`src/rtl/arb_pkg.sv`:
```
// Shared types, default sizing and the round-robin scan used by rr_rv_arbiter.
package arb_pkg;

  localparam int unsigned ARB_NUM_REQ   = 4;
  localparam int unsigned ARB_DATA_W    = 16;
  localparam int unsigned ARB_MAX_OUTST = 8;
  localparam int unsigned ARB_MAX_REQ   = 16;
  localparam int unsigned GRANT_W       = 4;

  function automatic int unsigned arb_idx_w(input int unsigned n);
    return (n > 1) ? $clog2(n) : 1;
  endfunction

  function automatic int unsigned arb_cnt_w(input int unsigned n);
    return $clog2(n + 1);
  endfunction

  localparam int unsigned ARB_IDX_W = arb_idx_w(ARB_NUM_REQ);
  localparam int unsigned ARB_CNT_W = arb_cnt_w(ARB_MAX_OUTST);

  typedef logic [GRANT_W-1:0] grant_t;

  // Offsets are visited from farthest (last itself) to nearest (last+1) so the
  // nearest set bit overwrites and wins; with nothing valid the answer is last+1.
  function automatic grant_t rr_pick(input logic [ARB_MAX_REQ-1:0] valid,
                                     input grant_t last, input int unsigned n);
    grant_t pick;
    grant_t idx;
    pick = grant_t'((32'(last) + 32'd1) % n);
    for (int unsigned k = 0; k < n; k++) begin
      idx = grant_t'((32'(last) + n - k) % n);
      if (valid[idx]) pick = idx;
    end
    return pick;
  endfunction

endpackage

```
`src/rtl/rr_tag_fifo.sv`:
```
// Flop-based tag FIFO holding granted requester indices; head is registered.
module rr_tag_fifo
  import arb_pkg::*;
#(
  parameter int unsigned DEPTH = ARB_MAX_OUTST,
  parameter int unsigned WIDTH = ARB_IDX_W
) (
  input  logic             clk,
  input  logic             rst,
  input  logic             push,
  input  logic [WIDTH-1:0] push_data,
  input  logic             pop,
  output logic [WIDTH-1:0] head,
  output logic             full,
  output logic             empty
);

  localparam int unsigned PTR_W = (DEPTH > 1) ? $clog2(DEPTH) : 1;
  localparam int unsigned CNT_W = arb_cnt_w(DEPTH);

  logic [WIDTH-1:0] mem [DEPTH];
  logic [PTR_W-1:0] wr_ptr;
  logic [PTR_W-1:0] rd_ptr;
  logic [PTR_W-1:0] rd_next;
  logic [CNT_W-1:0] count;
  logic             do_push;
  logic             do_pop;

  function automatic logic [PTR_W-1:0] ptr_inc(input logic [PTR_W-1:0] p);
    return (p == PTR_W'(DEPTH - 1)) ? '0 : p + PTR_W'(1);
  endfunction

  assign full    = (count == CNT_W'(DEPTH));
  assign empty   = (count == '0);
  assign do_push = push & ~full;
  assign do_pop  = pop & ~empty;
  assign rd_next = ptr_inc(rd_ptr);

  always_ff @(posedge clk or negedge rst) begin
    if (!rst) begin
      for (int unsigned i = 0; i < DEPTH; i++) mem[i] <= '0;
      wr_ptr <= '0;
      rd_ptr <= '0;
      count  <= '0;
      head   <= '0;
    end else begin
      if (do_push) begin
        mem[wr_ptr] <= push_data;
        wr_ptr      <= ptr_inc(wr_ptr);
      end
      if (do_pop) rd_ptr <= rd_next;
      case ({do_push, do_pop})
        2'b10:   count <= count + CNT_W'(1);
        2'b01:   count <= count - CNT_W'(1);
        default: count <= count;
      endcase
      // Head tracks the entry at the post-update read pointer; a push into an
      // empty (or draining-to-empty) FIFO has to bypass the storage array.
      if (do_push && (empty || (do_pop && count == CNT_W'(1))))
        head <= push_data;
      else if (do_pop && count > CNT_W'(1))
        head <= mem[rd_next];
    end
  end

endmodule

```
`src/rtl/rr_rv_arbiter.sv`:
```
// Round-robin ready/valid arbiter with in-order response routing via a tag FIFO.
// Optional grant locking is compiled in with `ARB_LOCK_EN.
module rr_rv_arbiter
  import arb_pkg::*;
#(
  parameter int unsigned NUM_REQ   = ARB_NUM_REQ,
  parameter int unsigned DATA_W    = ARB_DATA_W,
  parameter int unsigned MAX_OUTST = ARB_MAX_OUTST,
  localparam int unsigned IDX_W    = arb_idx_w(NUM_REQ),
  localparam int unsigned CNT_W    = arb_cnt_w(MAX_OUTST)
) (
  input  logic                      clk,
  input  logic                      rst,
  input  logic [NUM_REQ-1:0]        req_valid,
  output logic [NUM_REQ-1:0]        req_ready,
  input  logic [NUM_REQ*DATA_W-1:0] req_data,
`ifdef ARB_LOCK_EN
  input  logic [NUM_REQ-1:0]        req_lock,
`endif
  output logic [NUM_REQ-1:0]        rsp_valid,
  input  logic [NUM_REQ-1:0]        rsp_ready,
  output logic [DATA_W-1:0]         rsp_data,
  output logic                      out_req_valid,
  input  logic                      out_req_ready,
  output logic [DATA_W-1:0]         out_req_data,
  input  logic                      out_rsp_valid,
  output logic                      out_rsp_ready,
  input  logic [DATA_W-1:0]         out_rsp_data,
  output logic [IDX_W-1:0]          grant,
  output logic [CNT_W-1:0]          outstanding,
  output logic                      err_orphan
);

  logic [IDX_W-1:0] last_grant;
  logic [IDX_W-1:0] hold_grant;
  logic [IDX_W-1:0] grant_c;
  logic [IDX_W-1:0] head;
  logic             hold;
  logic [CNT_W-1:0] out_cnt;
  logic             orphan_q;
  logic             can_issue;
  logic             sel_valid;
  logic             head_ready;
  logic             accept;
  logic             rsp_done;
  logic             fifo_full;
  logic             fifo_empty;
`ifdef ARB_LOCK_EN
  logic             lock;
  logic [IDX_W-1:0] lock_grant;
`endif

  always_comb begin
    grant_c = IDX_W'(rr_pick(ARB_MAX_REQ'(req_valid), grant_t'(last_grant), NUM_REQ));
`ifdef ARB_LOCK_EN
    if (lock) grant_c = lock_grant;
`endif
    if (hold) grant_c = hold_grant;
  end

  // rst gates the request side so nothing handshakes while reset is asserted.
  assign can_issue = (out_cnt < CNT_W'(MAX_OUTST)) & ~fifo_full & rst;

  always_comb begin
    sel_valid    = 1'b0;
    head_ready   = 1'b0;
    out_req_data = '0;
    req_ready    = '0;
    rsp_valid    = '0;
    for (int unsigned i = 0; i < NUM_REQ; i++) begin
      if (IDX_W'(i) == grant_c) begin
        sel_valid    = req_valid[i];
        out_req_data = req_data[i*DATA_W +: DATA_W];
        req_ready[i] = out_req_ready & can_issue;
      end
      if (IDX_W'(i) == head) begin
        head_ready   = rsp_ready[i];
        rsp_valid[i] = out_rsp_valid & ~fifo_empty;
      end
    end
  end

  assign out_req_valid = sel_valid & can_issue;
  assign accept        = out_req_valid & out_req_ready;
  assign out_rsp_ready = head_ready & ~fifo_empty;
  assign rsp_done      = out_rsp_valid & out_rsp_ready;
  assign rsp_data      = out_rsp_data;
  assign grant         = grant_c;
  assign outstanding   = out_cnt;
  assign err_orphan    = orphan_q;

  always_ff @(posedge clk or negedge rst) begin
    if (!rst) begin
      last_grant <= IDX_W'(NUM_REQ - 1);
      hold       <= 1'b0;
      hold_grant <= '0;
      out_cnt    <= '0;
      orphan_q   <= 1'b0;
    end else begin
      hold       <= out_req_valid & ~out_req_ready;
      hold_grant <= grant_c;
      if (accept) last_grant <= grant_c;
      if (accept && !rsp_done)
        out_cnt <= out_cnt + CNT_W'(1);
      else if (!accept && rsp_done)
        out_cnt <= out_cnt - CNT_W'(1);
      if (out_rsp_valid && fifo_empty) orphan_q <= 1'b1;
    end
  end

`ifdef ARB_LOCK_EN
  always_ff @(posedge clk or negedge rst) begin
    if (!rst) begin
      lock       <= 1'b0;
      lock_grant <= '0;
    end else if (accept) begin
      lock       <= req_lock[grant_c];
      lock_grant <= grant_c;
    end
  end
`endif

  rr_tag_fifo #(
    .DEPTH (MAX_OUTST),
    .WIDTH (IDX_W)
  ) u_tag_fifo (
    .clk       (clk),
    .rst       (rst),
    .push      (accept),
    .push_data (grant_c),
    .pop       (rsp_done),
    .head      (head),
    .full      (fifo_full),
    .empty     (fifo_empty)
  );

endmodule
```
`config.mk`:
```
export PLATFORM = sky130hd
export DESIGN_NAME = rr_rv_arbiter
export DESIGN_NICKNAME = d
export VERILOG_FILES = /design/src/rtl/arb_pkg.sv /design/src/rtl/rr_tag_fifo.sv /design/src/rtl/rr_rv_arbiter.sv
export SDC_FILE = /design/constraint.sdc
export NUM_CORES = 1
export LEC_CHECK = 0
export CORE_MARGIN = 2
export CORE_UTILIZATION = 42
export CTS_CLUSTER_DIAMETER = 150
export CTS_CLUSTER_SIZE = 25
export DETAILED_ROUTE_END_ITERATION = 10
export PLACE_DENSITY_LB_ADDON = 0.12
export SKIP_CTS_REPAIR_TIMING = 1
export SLEW_MARGIN = 40
export SYNTH_ARGS = -nofsm -noshare
export SYNTH_HDL_FRONTEND = slang
export SYNTH_SLANG_ARGS = --single-unit
```
`constraint.sdc`:
```
create_clock -name clk -period 4.84 [get_ports clk]
set_clock_uncertainty 0.2 [all_clocks]
set_input_delay 0.726 -clock clk [delete_from_list [all_inputs] [get_ports clk]]
set_output_delay 0.726 -clock clk [all_outputs]
set_load 0.01 [all_outputs]
```
==> out/results.ini <==
[run_status]
status=completed

[place]
routabilityCongestion=0.835
dpl.cell_count=488
dp_hpwl_um=5700
io_buffers=108

[global_route]
grtUsageTotal_pct=18.8
grt_max_degree=43
grt-ovfl-total=0
grt_pass1_vias=2343
grt_first_pass_wirelength_um=11300
antenna_found_initial=0

[yosys]
ys_seq_elements=38
ys_types=54
synthArstFlopShare_pct=100
synth.mux.area_fraction_pct=21.1
ys.flop_type=dfrtp_1
synth_area_leaders=dfrtp_1 (31%), mux2_2 (11%), mux2i_1 (7.1%), a21oi_1 (5.1%), ha_1 (4.7%)
synthSimpleGateAreaFrac_pct=16.1
yosys_warnings=0
ys_seq_area_share_pct=32.3
yosys.area.top_type=dfrtp_1
synth_fa_ha_area_share_pct=5.35
synth_top_area_share_pct=30.5
syn-cell-area_um2=2950
synthXorXnorAreaFrac_pct=2.38
synth_area_per_cell_um2=9.57
syn_nets=412
synth_enable_flop_cells=0
synth_top_family_by_area=multiplexers
synth_compound_area_share_pct=14.3
syn_inst=308

[sta]
final-hold-violation-count=0
fin_crit_ns=4.54
tightest_slew_ns=0.486
final-max-slew-violation-count=0
setup-tns-final_ns=0
rsz0062_at_grt=no
final-setup-viol-count=0
hold_ws_ns=0.269
fmax_mhz=220
slew-limit-headroom_pct=67.6
min_period_over_period_pct=93.8

[floorplan]
fp.dieH_um=87.8
fp.dieW_um=87.8
core_area_um2=6790
initial_utilization_pct=43.4
num_io_pins=141
die_area_um2=7710
rows=30

[layout]
fill_cells=626
syn_to_final_growth_pct=38.1
layout-drive-gt1-share_pct=13.8
fin_nets=503
instances_no_fill=495
n_antenna_cell=0
fin_util_pct=60.0

[critical_path]
critPathCaptureType=primary output
crit_slowest_cell=clkdlybuf4s50_1
cp_max_fo=36
startpoint=req_valid[3]
reg2reg_slack_ns=1.12
crit_path_max_incr_delay_ns=0.52
cp.arrival_ns=3.61
crit_path_start_kind=input pin
crit_chain=clkdlybuf4s50_1 > or3b_1 > a21o_1 > and2_1 > o31ai_4 > buf_12 > mux2_2 > nor2_1 > a21oi_1 > clkdlybuf4s50_1
worstPathRequired_ns=3.91
critical_path.top_delay_family=buffers and inverters
crit_top_cell=clkdlybuf4s50_1
critPathKind=in2out
rr_startpoint=last_grant[0]$_DFFE_PN1P_
crit_buf_inv=3

[drt]
viasPerCell=5.07
detail-route-antenna-nets=0
avgRoutedWirePerCell_um=15.1
first_pass_iters=4
drcViolationCount=0
num_vias=2511
drtIter0Drc=115
drt_wl_total_um=7450

[clock_tree]
insertion_delay_ns=0.28
clock_sinks=38
cts_tree=yes
cts_max_path_buffers=2
cts_made_buffers=5
clk_pin_slew_ns=0.07
h-tree-depth=2
clockRootBuffer=clkbuf_8

[pwr]
ir_drop_v=0.000252
p_leak_nw=1.71
finalPower_mw=2.42
power.density_nw_per_um2=594

[hold_path]
min_path_type=reg2reg
hp-start=err_orphan$_DFFE_PN0P_

[job]
maxCapViolCount=0

[power by group]
part / switching [mW] / total (mW) / internal (mW)
sequential: 0.150 / 0.610 / 0.460
combinational: 0.764 / 1.61 / 0.844
clock: 0.106 / 0.203 / 0.0966
total: 1.02 / 2.42 / 1.40
[sequential cells by signal (all words and copies together), names as in the netlist]
name	cells
err_orphan	1
hold	1
hold_grant	2
last_grant	2
outstanding	4
u_tag_fifo.count	4
u_tag_fifo.head	2
u_tag_fifo.mem	16
u_tag_fifo.rd_ptr	3
u_tag_fifo.wr_ptr	3
[stage by stage]
stage | worst slack, ns | cell area (µm²)
6_report | 0.302 | 4070
5_1_grt | 0.160 | 4070
4_1_cts | 0.314 | 4070
3_5_place_dp | 0.331 | 4000
3_3_place_gp | 0.363 | 4000
2_1_floorplan | 1.13 | 2950
[cells in the mapped netlist (4+ instances only)]
cell,count
nand3_1,6
mux2_1,4
mux2_2,28
clkbuf_1,5
buf_4,18
a211oi_1,4
inv_1,12
xnor2_1,5
and2_1,4
ha_1,11
dfrtp_1,36
nor2_1,25
nor3_1,11
a21oi_1,30
o21ai_0,7
nand2_1,16
a21o_1,6
o221ai_1,4
mux2i_1,21
nand2b_1,4
nor2b_1,6
[worst paths after layout]
path	endpoint	cells past startpoint
max	out_req_data[7]	10
min	err_orphan$_DFFE_PN0P_	1
max reg2reg	outstanding[3]$_DFFE_PN0P_	16
min reg2reg	err_orphan$_DFFE_PN0P_	1
max in group asynchronous	last_grant[1]$_DFFE_PN1P_	2
min in group asynchronous	outstanding[2]$_DFFE_PN0P_	2
[final cells by class]
type                    instances  area (µm²)  area share (%)
clock buffers                   5        68.8            1.69
clock inverters                 2        10.0           0.246
inverters                      14        57.6            1.41
multi-input cells             228        1750            42.8
flip-flops and latches         38         953            23.4
well taps                      96         120            2.95
repair buffers                112        1120            27.5
[logic make-up (layout without fill, tap and decap cells)]
group	count (synthesis)	after routing
adder cells (fa/ha/maj)	12	12
multiplexers	56	56
AND/OR/NAND/NOR	87	87
XOR/XNOR	8	8
AO/OA/AOI/OAI	65	65
flip-flops	38	38
buffers and inverters	42	133
[worst reg2reg max path: cells and delay by family (launching register included)]
kind            cells  cell delay (ns)
fa+ha+maj           2             0.48
compound gates      5             1.11
flops               1             0.56
buf+inv             4             0.37
xor+xnor            2             0.27
simple gates        3             0.60
[layer usage]
layer  vias to the layer above  global-route usage [%]  wire length, µm
li1                       1282                       -                -
met1                      1170                    25.6             3440
met2                        49                    30.0             3630
met3                        10                    4.05              263
met4                         0                    6.01              116
met5                         -                       0                0
[cells in the final DEF (no fill, tap or decap), drive strengths merged, types with 8 or more instances in the layout]
master           n
nor2            25
a21oi           30
clkdlybuf4s50  107
nand2           16
o21ai            8
ha              11
nor3            11
inv             14
mux2i           21
mux2            34
dfrtp           36
No activity file was read; power rests on OpenSTA's default activity.
